==> config.mk <==
export PLATFORM = sky130hd
export DESIGN_NAME = score_display_ctrl
export DESIGN_NICKNAME = d
export VERILOG_FILES = /design/src/rtl/score_display_ctrl.sv
export SDC_FILE = /design/constraint.sdc
export NUM_CORES = 1
export LEC_CHECK = 0
export ABC_AREA = 1
export BUFFER_PORTS_ARGS = -buffer_cell sky130_fd_sc_hd__buf_4
export CORE_MARGIN = 2
export CORE_UTILIZATION = 55
export CTS_CLUSTER_DIAMETER = 80
export DETAILED_ROUTE_END_ITERATION = 10
export GPL_TIMING_DRIVEN = 0
export PLACE_DENSITY = 0.77
export SLEW_MARGIN = 25
export SYNTH_ARGS = -nofsm -noshare
export SYNTH_HDL_FRONTEND = slang
export SYNTH_SLANG_ARGS = --single-unit
==> constraint.sdc <==
create_clock -name clk -period 1.5 [get_ports clk]
set_input_delay 0.075 -clock clk [delete_from_list [all_inputs] [get_ports clk]]
set_output_delay 0.075 -clock clk [all_outputs]
set_load 0.005 [all_outputs]
==> src/rtl/score_display_ctrl.sv <==
// Binary score to four-digit BCD converter for a seven-segment scoreboard.
// Uses a fixed 14-step shift-add-3 (double dabble) sequence, so every
// conversion takes the same 15 cycles regardless of the value. Scores above
// 9999 saturate to 9999 and raise overflow. Leading zeros can be blanked
// (nibble 4'hF) so the segment decoders show nothing for them.
// IN_W is expected to lie in 14..16.
module score_display_ctrl #(
  parameter int IN_W     = 14,
  parameter bit BLANK_LZ = 1'b1
) (
  input  logic            clk,
  input  logic            resetn,
  input  logic [IN_W-1:0] score_in,
  input  logic            load,
  output logic            busy,
  output logic            done,
  output logic [15:0]     digits,
  output logic            overflow
);

  typedef enum logic [1:0] {
    IDLE    = 2'd0,
    CONVERT = 2'd1,
    LATCH   = 2'd2
  } state_t;

  localparam logic [15:0] RESET_DIGITS = BLANK_LZ ? 16'hFFF0 : 16'h0000;
  localparam logic [3:0]  NUM_STEPS    = 4'd14;

  state_t      r_state;
  state_t      w_next;
  logic [13:0] r_sat;
  logic        r_ovf;
  logic [15:0] r_acc;
  logic [3:0]  r_cnt;
  logic        w_over;
  logic [13:0] w_sat;
  logic [15:0] w_adj;
  logic [15:0] w_blanked;

  // Saturate the incoming score; bits above 13 only matter for this test.
  always_comb begin
    w_over = (score_in > IN_W'(9999));
    w_sat  = w_over ? 14'd9999 : score_in[13:0];
  end

  // State register; reset drops back to IDLE, aborting any conversion.
  always_ff @(posedge clk or negedge resetn) begin
    if (!resetn) begin
      r_state <= IDLE;
    end else begin
      r_state <= w_next;
    end
  end

  // Next-state logic: loads are only looked at while idle.
  always_comb begin
    w_next = r_state;
    case (r_state)
      IDLE:    if (load) w_next = CONVERT;
      CONVERT: if (r_cnt == 4'd1) w_next = LATCH;
      LATCH:   w_next = IDLE;
      default: w_next = IDLE;
    endcase
  end

  // Add-3 correction: any BCD nibble of 5 or more gets +3 before the shift.
  always_comb begin
    w_adj = r_acc;
    for (int i = 0; i < 4; i++) begin
      if (r_acc[4*i +: 4] >= 4'd5) begin
        w_adj[4*i +: 4] = r_acc[4*i +: 4] + 4'd3;
      end
    end
  end

  // Leading-zero blanking from the thousands digit down; ones always shown.
  always_comb begin
    w_blanked = r_acc;
    if (BLANK_LZ) begin
      if (r_acc[15:12] == 4'd0) begin
        w_blanked[15:12] = 4'hF;
        if (r_acc[11:8] == 4'd0) begin
          w_blanked[11:8] = 4'hF;
          if (r_acc[7:4] == 4'd0) begin
            w_blanked[7:4] = 4'hF;
          end
        end
      end
    end
  end

  // Datapath and registered outputs; outputs only move in LATCH or on reset.
  always_ff @(posedge clk or negedge resetn) begin
    if (!resetn) begin
      r_sat    <= '0;
      r_ovf    <= 1'b0;
      r_acc    <= '0;
      r_cnt    <= '0;
      busy     <= 1'b0;
      done     <= 1'b0;
      digits   <= RESET_DIGITS;
      overflow <= 1'b0;
    end else begin
      done <= 1'b0;
      case (r_state)
        IDLE: begin
          if (load) begin
            r_sat <= w_sat;
            r_ovf <= w_over;
            r_acc <= '0;
            r_cnt <= NUM_STEPS;
            busy  <= 1'b1;
          end
        end
        CONVERT: begin
          r_acc <= (w_adj << 1) | {15'd0, r_sat[13]};
          r_sat <= {r_sat[12:0], 1'b0};
          r_cnt <= r_cnt - 4'd1;
        end
        LATCH: begin
          digits   <= w_blanked;
          overflow <= r_ovf;
          done     <= 1'b1;
          busy     <= 1'b0;
        end
        default: begin
          busy <= 1'b0;
        end
      endcase
    end
  end

endmodule

==> impl_metrics.py, run 1 <==
metrics = {
    "run_status": {
        "status": "completed",
    },
    "synthesis": {
        "ys_ff_latch": 56,
        "yosysUniqueCellTypes": 23,
        "synth_top_family_by_area": "simple AND/OR/NAND/NOR gates",
        "synth-warning-count": 0,
        "yosys-mux-area-fraction_pct": 0,
        "ys_seq_area_share_pct": 52.0,
        "yosys.area_share.simple_pct": 22.3,
        "syn-num-nets": 356,
        "mappedNetlistArea_um2": 2730,
        "synth-xor-area-share_pct": 0.964,
        "netlist_instances": 329,
        "synth_fa_ha_area_share_pct": 4.59,
        "avgSynthCellArea_um2": 8.29,
        "synth-compound-area-share_pct": 12.1,
    },
    "worst_setup_path": {
        "critPathBufInv": 2,
        "crit_required_ns": 1.73,
        "endpoint_kind": "flop",
        "cp_cell_sequence": "inv_1 > ha_1 > nand3_1 > nor2_4 > inv_1 > a31oi_1",
        "worstPathArrival_ns": 1.65,
        "criticalPathCategory": "flop to flop",
        "crit_family": "flip-flops",
        "slowest_stage": "dfrtp_1",
        "startpoint_type": "flop",
        "cpMostUsedCell": "inv_1",
        "slowest_delay_ns": 0.43,
        "crit_fanout": 5,
    },
    "drt": {
        "firstDrtPassIters": 4,
        "wl_mm": 5.49,
        "via_count": 2240,
        "wl_per_cell_um": 12.5,
        "ant_nets": 0,
        "via_per_inst": 5.08,
        "drc_errors": 0,
        "dr.first_iter.drc_count": 129,
    },
    "cells_and_area": {
        "drive_gt1_share_pct": 21.1,
        "synthToLayoutAreaGrowth_pct": 17.6,
        "final_net_count": 401,
        "final_area_um2": 3210,
        "diodes": 0,
    },
    "power_and_ir_drop": {
        "power_density_nw_per_um2": 2020,
        "power.total_mw": 6.49,
        "p_leak_nw": 1.66,
        "ir_drop_mv": 1.06,
    },
    "global_routing": {
        "grt_pass1_vias": 2009,
        "track_usage_pct": 21.2,
        "gr-total-overflow": 0,
        "antenna_found_initial": 0,
        "grt_pass1_wl_mm": 8.95,
        "grt_max_degree": 57,
    },
    "sta": {
        "finalCritPeriodShare_pct": 94.5,
        "worstMarginPinSlew_ns": 0.674,
        "final-hold-violation-count": 0,
        "slew_headroom_pct": 55.1,
        "setup_tns_ns": 0,
        "period_minus_slack_ns": 1.42,
        "setup_viol": 0,
        "setup_ws_ns": 0.0824,
        "final.setup_skew_ns": 0.00619,
        "timing.fmax_ghz": 0.705,
        "slew_violations": 0,
    },
    "clock_tree": {
        "clkTransAtPathRegs_ns": 0.09,
        "cts_buffers": 5,
        "htree_levels": 2,
        "clockBufferDepth": 2,
        "insertion_delay_ns": 0.30,
        "root_buffer": "clkbuf_8",
        "clock-sinks": 56,
        "tritoncts": "built",
    },
    "placement": {
        "place_area_um2": 3070,
        "place_ws_ns": -0.0553,
        "place_hpwl_mm": 3.84,
        "gp_congestion": 0.825,
        "io_buffer_count": 35,
    },
    "die": {
        "core-area_um2": 4750,
        "die-area_um2": 5540,
        "row_count": 25,
        "fp.dieH_um": 74.4,
        "die_w_um": 74.4,
        "ios": 36,
        "start_util_pct": 57.3,
    },
    "job": {
        "drv_cap": 0,
    },
    "hold_path": {
        "worstHoldPathType": "input pin to flop",
    },
}
==> tightest hold or removal path, cell delays in order <==
cell	delay, ns
buf_4	0.09
nand3_1	0.06
nand2_1	0.06
==> synth_stat cells <==
| library cell | count | share of area [%] |
|---|---|---|
| nor2_1 | 37 | 5.1 |
| dfrtp_1 | 44 | 40 |
| o21ai_0 | 25 | 4.6 |
| a21oi_1 | 8 | 1.5 |
| nand2_4 | 1 | 0.41 |
| a22oi_1 | 8 | 2.2 |
| nand3_1 | 19 | 3.5 |
| a31oi_1 | 9 | 2.1 |
| ha_1 | 10 | 4.6 |
| inv_1 | 37 | 5.1 |
| o21ai_1 | 3 | 0.55 |
| nand2_1 | 90 | 12 |
| inv_2 | 4 | 0.55 |
| dfstp_2 | 12 | 12 |
| nand3b_1 | 1 | 0.28 |
| nor2_4 | 1 | 0.41 |
| buf_2 | 8 | 1.5 |
| o221ai_1 | 1 | 0.32 |
| buf_6 | 1 | 0.41 |
| o22ai_1 | 4 | 0.92 |
| xor2_1 | 3 | 0.96 |
| nand4_1 | 1 | 0.23 |
| buf_4 | 2 | 0.55 |
==> stage by stage <==
| stage | cells | hold WS (ns) | util [%] |
|---|---|---|---|
| after floorplan | 329 | -0.221 | - |
| after global placement | 431 | 0.158 | 64.6 |
| after detailed placement | 431 | 0.163 | 64.6 |
| after CTS | 439 | 0.00553 | 66.6 |
| after global routing | 441 | 0.0212 | 67.4 |
| final | 441 | 0.00656 | 67.4 |
==> cell type report <==
cell class,count,area [um^2]
Timing Repair Buffer,38,288
Clock buffer,7,76.3
Multi-Input combinational cell,221,1120
Sequential cell,56,1420
Tap cell,67,83.8
Inverter,41,154
Fill cell,411,1550
Buffer,11,66.3
==> power by group <==
part	switching [mW]	internal, mW
clock network	0.447	0.323
registers	0.410	2.31
logic	1.72	1.28
==> flip-flops by register name, summed over array words and instances, names as in the netlist <==
name / cells
r_cnt: 4
r_acc: 16
done: 1
busy: 1
r_ovf: 1
r_state: 2
digits: 16
overflow: 1
r_sat: 14
==> cells by family after synthesis <==
| kind of cell | Yosys count |
|---|---|
| adder cells (fa/ha/maj) | 10 |
| AO/OA/AOI/OAI | 58 |
| buffers and inverters | 52 |
| AND/OR/NAND/NOR | 150 |
| XOR/XNOR | 3 |
| flip-flops | 56 |
==> worst paths after layout <==
path	startpoint	end	slack (ns)	depth (start not counted)
worst min register to register	r_sat[11]	r_sat[11]	0.49	2
worst max-delay path	r_acc[8]	digits[8]	0.08	6
max in group asynchronous	resetn	r_acc[4]	0.67	2
worst min-delay path	score_in[4]	r_sat[4]	0.007	3
worst max register to register	r_acc[8]	digits[8]	0.08	6
min in group asynchronous	resetn	r_acc[13]	0.36	2
==> layer usage <==
metal  global-route usage (%)  vias to the layer above  wire [um]
li1                         -                     1143          -
met1                     28.1                     1035       2590
met2                     35.9                       54       2640
met3                     3.66                        8        202
met4                     6.55                        0         66
met5                        0                        -          0
==> repair_timing <==
action	CTS	global route
buffers inserted	0	2
gates resized for setup	2	7
hold buffers	1	0
endpoints found under the setup margin	7	12
hold endpoints to repair	44	0
pin swaps	0	1
==> placed cells by master (no fill, tap or decap), types with 2 or more instances in the layout <==
master | Yosys | routed
dfrtp_1 | 44 | 43
nand2_1 | 90 | 89
clkbuf_1 | 0 | 2
dfstp_2 | 12 | 12
o22ai_1 | 4 | 4
buf_2 | 8 | 8
xor2_1 | 3 | 3
a31oi_1 | 9 | 9
o21ai_0 | 25 | 25
buf_4 | 2 | 39
inv_2 | 4 | 4
a22oi_1 | 8 | 8
ha_2 | 0 | 2
nand3_2 | 0 | 3
nor2_1 | 37 | 36
ha_1 | 10 | 8
nor2_4 | 1 | 2
a21oi_1 | 8 | 8
clkbuf_8 | 0 | 5
nand3_1 | 19 | 16
o21ai_1 | 3 | 3
inv_1 | 37 | 37
No activity file was read; power rests on OpenSTA's default activity.
==> inputs of run 2 (changes only) <==
- CORE_UTILIZATION: 55 -> 35
- HOLD_SLACK_MARGIN: unset -> 0.08
- PLACE_DENSITY: 0.77 -> unset
==> impl_metrics.py, run 2 (same netlist as run 1, synthesis figures left out) <==
metrics = {
    "run_status": {
        "status": "completed",
    },
    "die": {
        "core-area_um2": 7650,
        "start_util_pct": 35.7,
        "fp.dieH_um": 92.3,
        "ios": 36,
        "die_w_um": 92.3,
        "row_count": 32,
        "die-area_um2": 8510,
    },
    "global_routing": {
        "grt_pass1_wl_mm": 10.1,
        "track_usage_pct": 14.7,
        "grt_pass1_vias": 2186,
        "antenna_found_initial": 0,
        "grt_max_degree": 57,
        "gr-total-overflow": 0,
    },
    "worst_setup_path": {
        "crit_required_ns": 1.74,
        "cp-startpoint": "r_acc[8]",
        "worstPathArrival_ns": 1.64,
        "rr_worst_depth": 6,
        "endpoint_kind": "flop",
        "critPathBufInv": 1,
        "criticalPathCategory": "flop to flop",
        "cpMostUsedCell": "nand3_1",
        "r2r_setup_slack_ns": 0.1,
        "startpoint_type": "flop",
        "slowest_stage": "dfrtp_1",
        "path_depth": 6,
        "crit_family": "flip-flops",
        "reg2reg_to": "digits[6]",
        "cp_cell_sequence": "inv_1 > ha_1 > nand3_1 > nor2_4 > nand3_1 > a21oi_1",
        "r2r-start": "r_acc[8]",
        "crit_fanout": 5,
        "setup.worst_path.end": "digits[6]",
        "slowest_delay_ns": 0.45,
    },
    "job": {
        "drv_cap": 0,
    },
    "clock_tree": {
        "cts_setup_buffers": 0,
        "clock-sinks": 56,
        "root_buffer": "clkbuf_8",
        "cts_buffers": 5,
        "tritoncts": "built",
        "htree_levels": 2,
        "clkTransAtPathRegs_ns": 0.11,
        "insertion_delay_ns": 0.31,
        "clockBufferDepth": 2,
    },
    "drt": {
        "dr.first_iter.drc_count": 79,
        "ant_nets": 0,
        "firstDrtPassIters": 4,
        "via_count": 2263,
        "via_per_inst": 4.64,
        "drc_errors": 0,
        "wl_mm": 5.83,
        "wl_per_cell_um": 11.9,
    },
    "placement": {
        "io_buffer_count": 35,
        "place_ws_ns": -0.0584,
        "gp_congestion": 0.798,
        "place_hpwl_mm": 4.02,
        "dp_cells": 466,
    },
    "power_and_ir_drop": {
        "power.total_mw": 6.85,
        "p_sw_mw": 2.58,
        "ir_drop_mv": 0.570,
        "power_frac_seq_pct": 40.0,
        "power_frac_comb_pct": 43.3,
        "intPower_mw": 4.28,
        "switching_share_pct": 37.6,
        "power_density_nw_per_um2": 2000,
        "p_leak_nw": 1.73,
        "power.share.clock_pct": 16.7,
    },
    "sta": {
        "finalCritPeriodShare_pct": 93.7,
        "slew_violations": 0,
        "setup_ws_ns": 0.0952,
        "worst_hold_slack_ns": 0.0873,
        "final-hold-violation-count": 0,
        "slew_headroom_pct": 53.8,
        "period_minus_slack_ns": 1.40,
        "setup_viol": 0,
        "final.setup_skew_ns": 0.0143,
        "rsz0062_at_grt": "false",
        "worstMarginPinSlew_ns": 0.693,
        "timing.fmax_ghz": 0.712,
    },
    "cells_and_area": {
        "final_cells": 488,
        "final_net_count": 412,
        "layout_common_cells": "90 x nand2_1, 43 x dfrtp_1, 37 x buf_4, 36 x inv_1, 36 x nor2_1",
        "drive_gt1_share_pct": 20.2,
        "utilization_pct": 44.9,
        "synthToLayoutAreaGrowth_pct": 25.8,
        "largestRegisters": "digits (16), r_acc (16), r_sat (14)",
        "final_common_cell": "nand2_1",
        "diodes": 0,
    },
    "hold_path": {
        "worstHoldPathType": "input pin to flop",
    },
}
run 2: final cells by class:
cell class	instances	area (um^2)
buffer	11	66.3
clock buffer	6	72.6
clock inverter	2	60.1
fill	761	4220
inverter	41	154
multi-input combinational	221	1130
sequential	56	1420
tap	102	128
timing repair buffer	49	403
run 2: layer usage:
| layer | up-vias | wire (um) | global-route usage, % | share of wire, % |
|---|---|---|---|---|
| met1 | 1051 | 2840 | 19.7 | 49 |
| met5 | - | 0 | 0 | 0 |
| met3 | 7 | 186 | 2.96 | 3.2 |
| li1 | 1164 | - | - | - |
| met2 | 41 | 2720 | 24.7 | 47 |
| met4 | 0 | 75 | 3.61 | 1.3 |
run 2: metrics by stage:
stage                     setup TNS (ns)  cell area (um^2)
after floorplan                        0              2730
after global placement            -0.169              3120
after detailed placement          -0.199              3120
after CTS                              0              3390
after global routing                   0              3430
final                                  0              3430
run 2: what timing repair did:
action                     CTS  global route
setup endpoints to repair    7            13
resized for setup            2             8
hold endpoints to repair    56             1
hold buffers                13             1
run 2: worst reg2reg max path, delay by kind of cell, from the launching register on:
family,cells,cell delay (ns)
compound gates,1,0.16
flops,1,0.45
buf+inv,1,0.12
simple gates,3,0.40
fa+ha+maj,1,0.22
run 2: how the worst min path moves through the flow:
stage / startpoint / to / slack, ns / cells after the start
after floorplan: resetn / busy / -0.22 / 0
after global placement: resetn / r_acc[14] / 0.17 / 1
after detailed placement: resetn / r_acc[13] / 0.18 / 1
after CTS: score_in[13] / r_sat[11] / 0.08 / 4
after global routing: score_in[13] / r_sat[12] / 0.12 / 4
final: score_in[13] / r_sat[11] / 0.09 / 4
run 2: power groups by stage:
stage               sequential, mW  combinational, mW  clock (mW)
floorplan                     2.70               1.96           0
global route                  2.84               3.44        1.25
CTS                           2.74               2.92        1.18
finish                        2.74               2.97        1.15
global placement              2.75               2.80           0
detailed placement            2.76               2.86           0
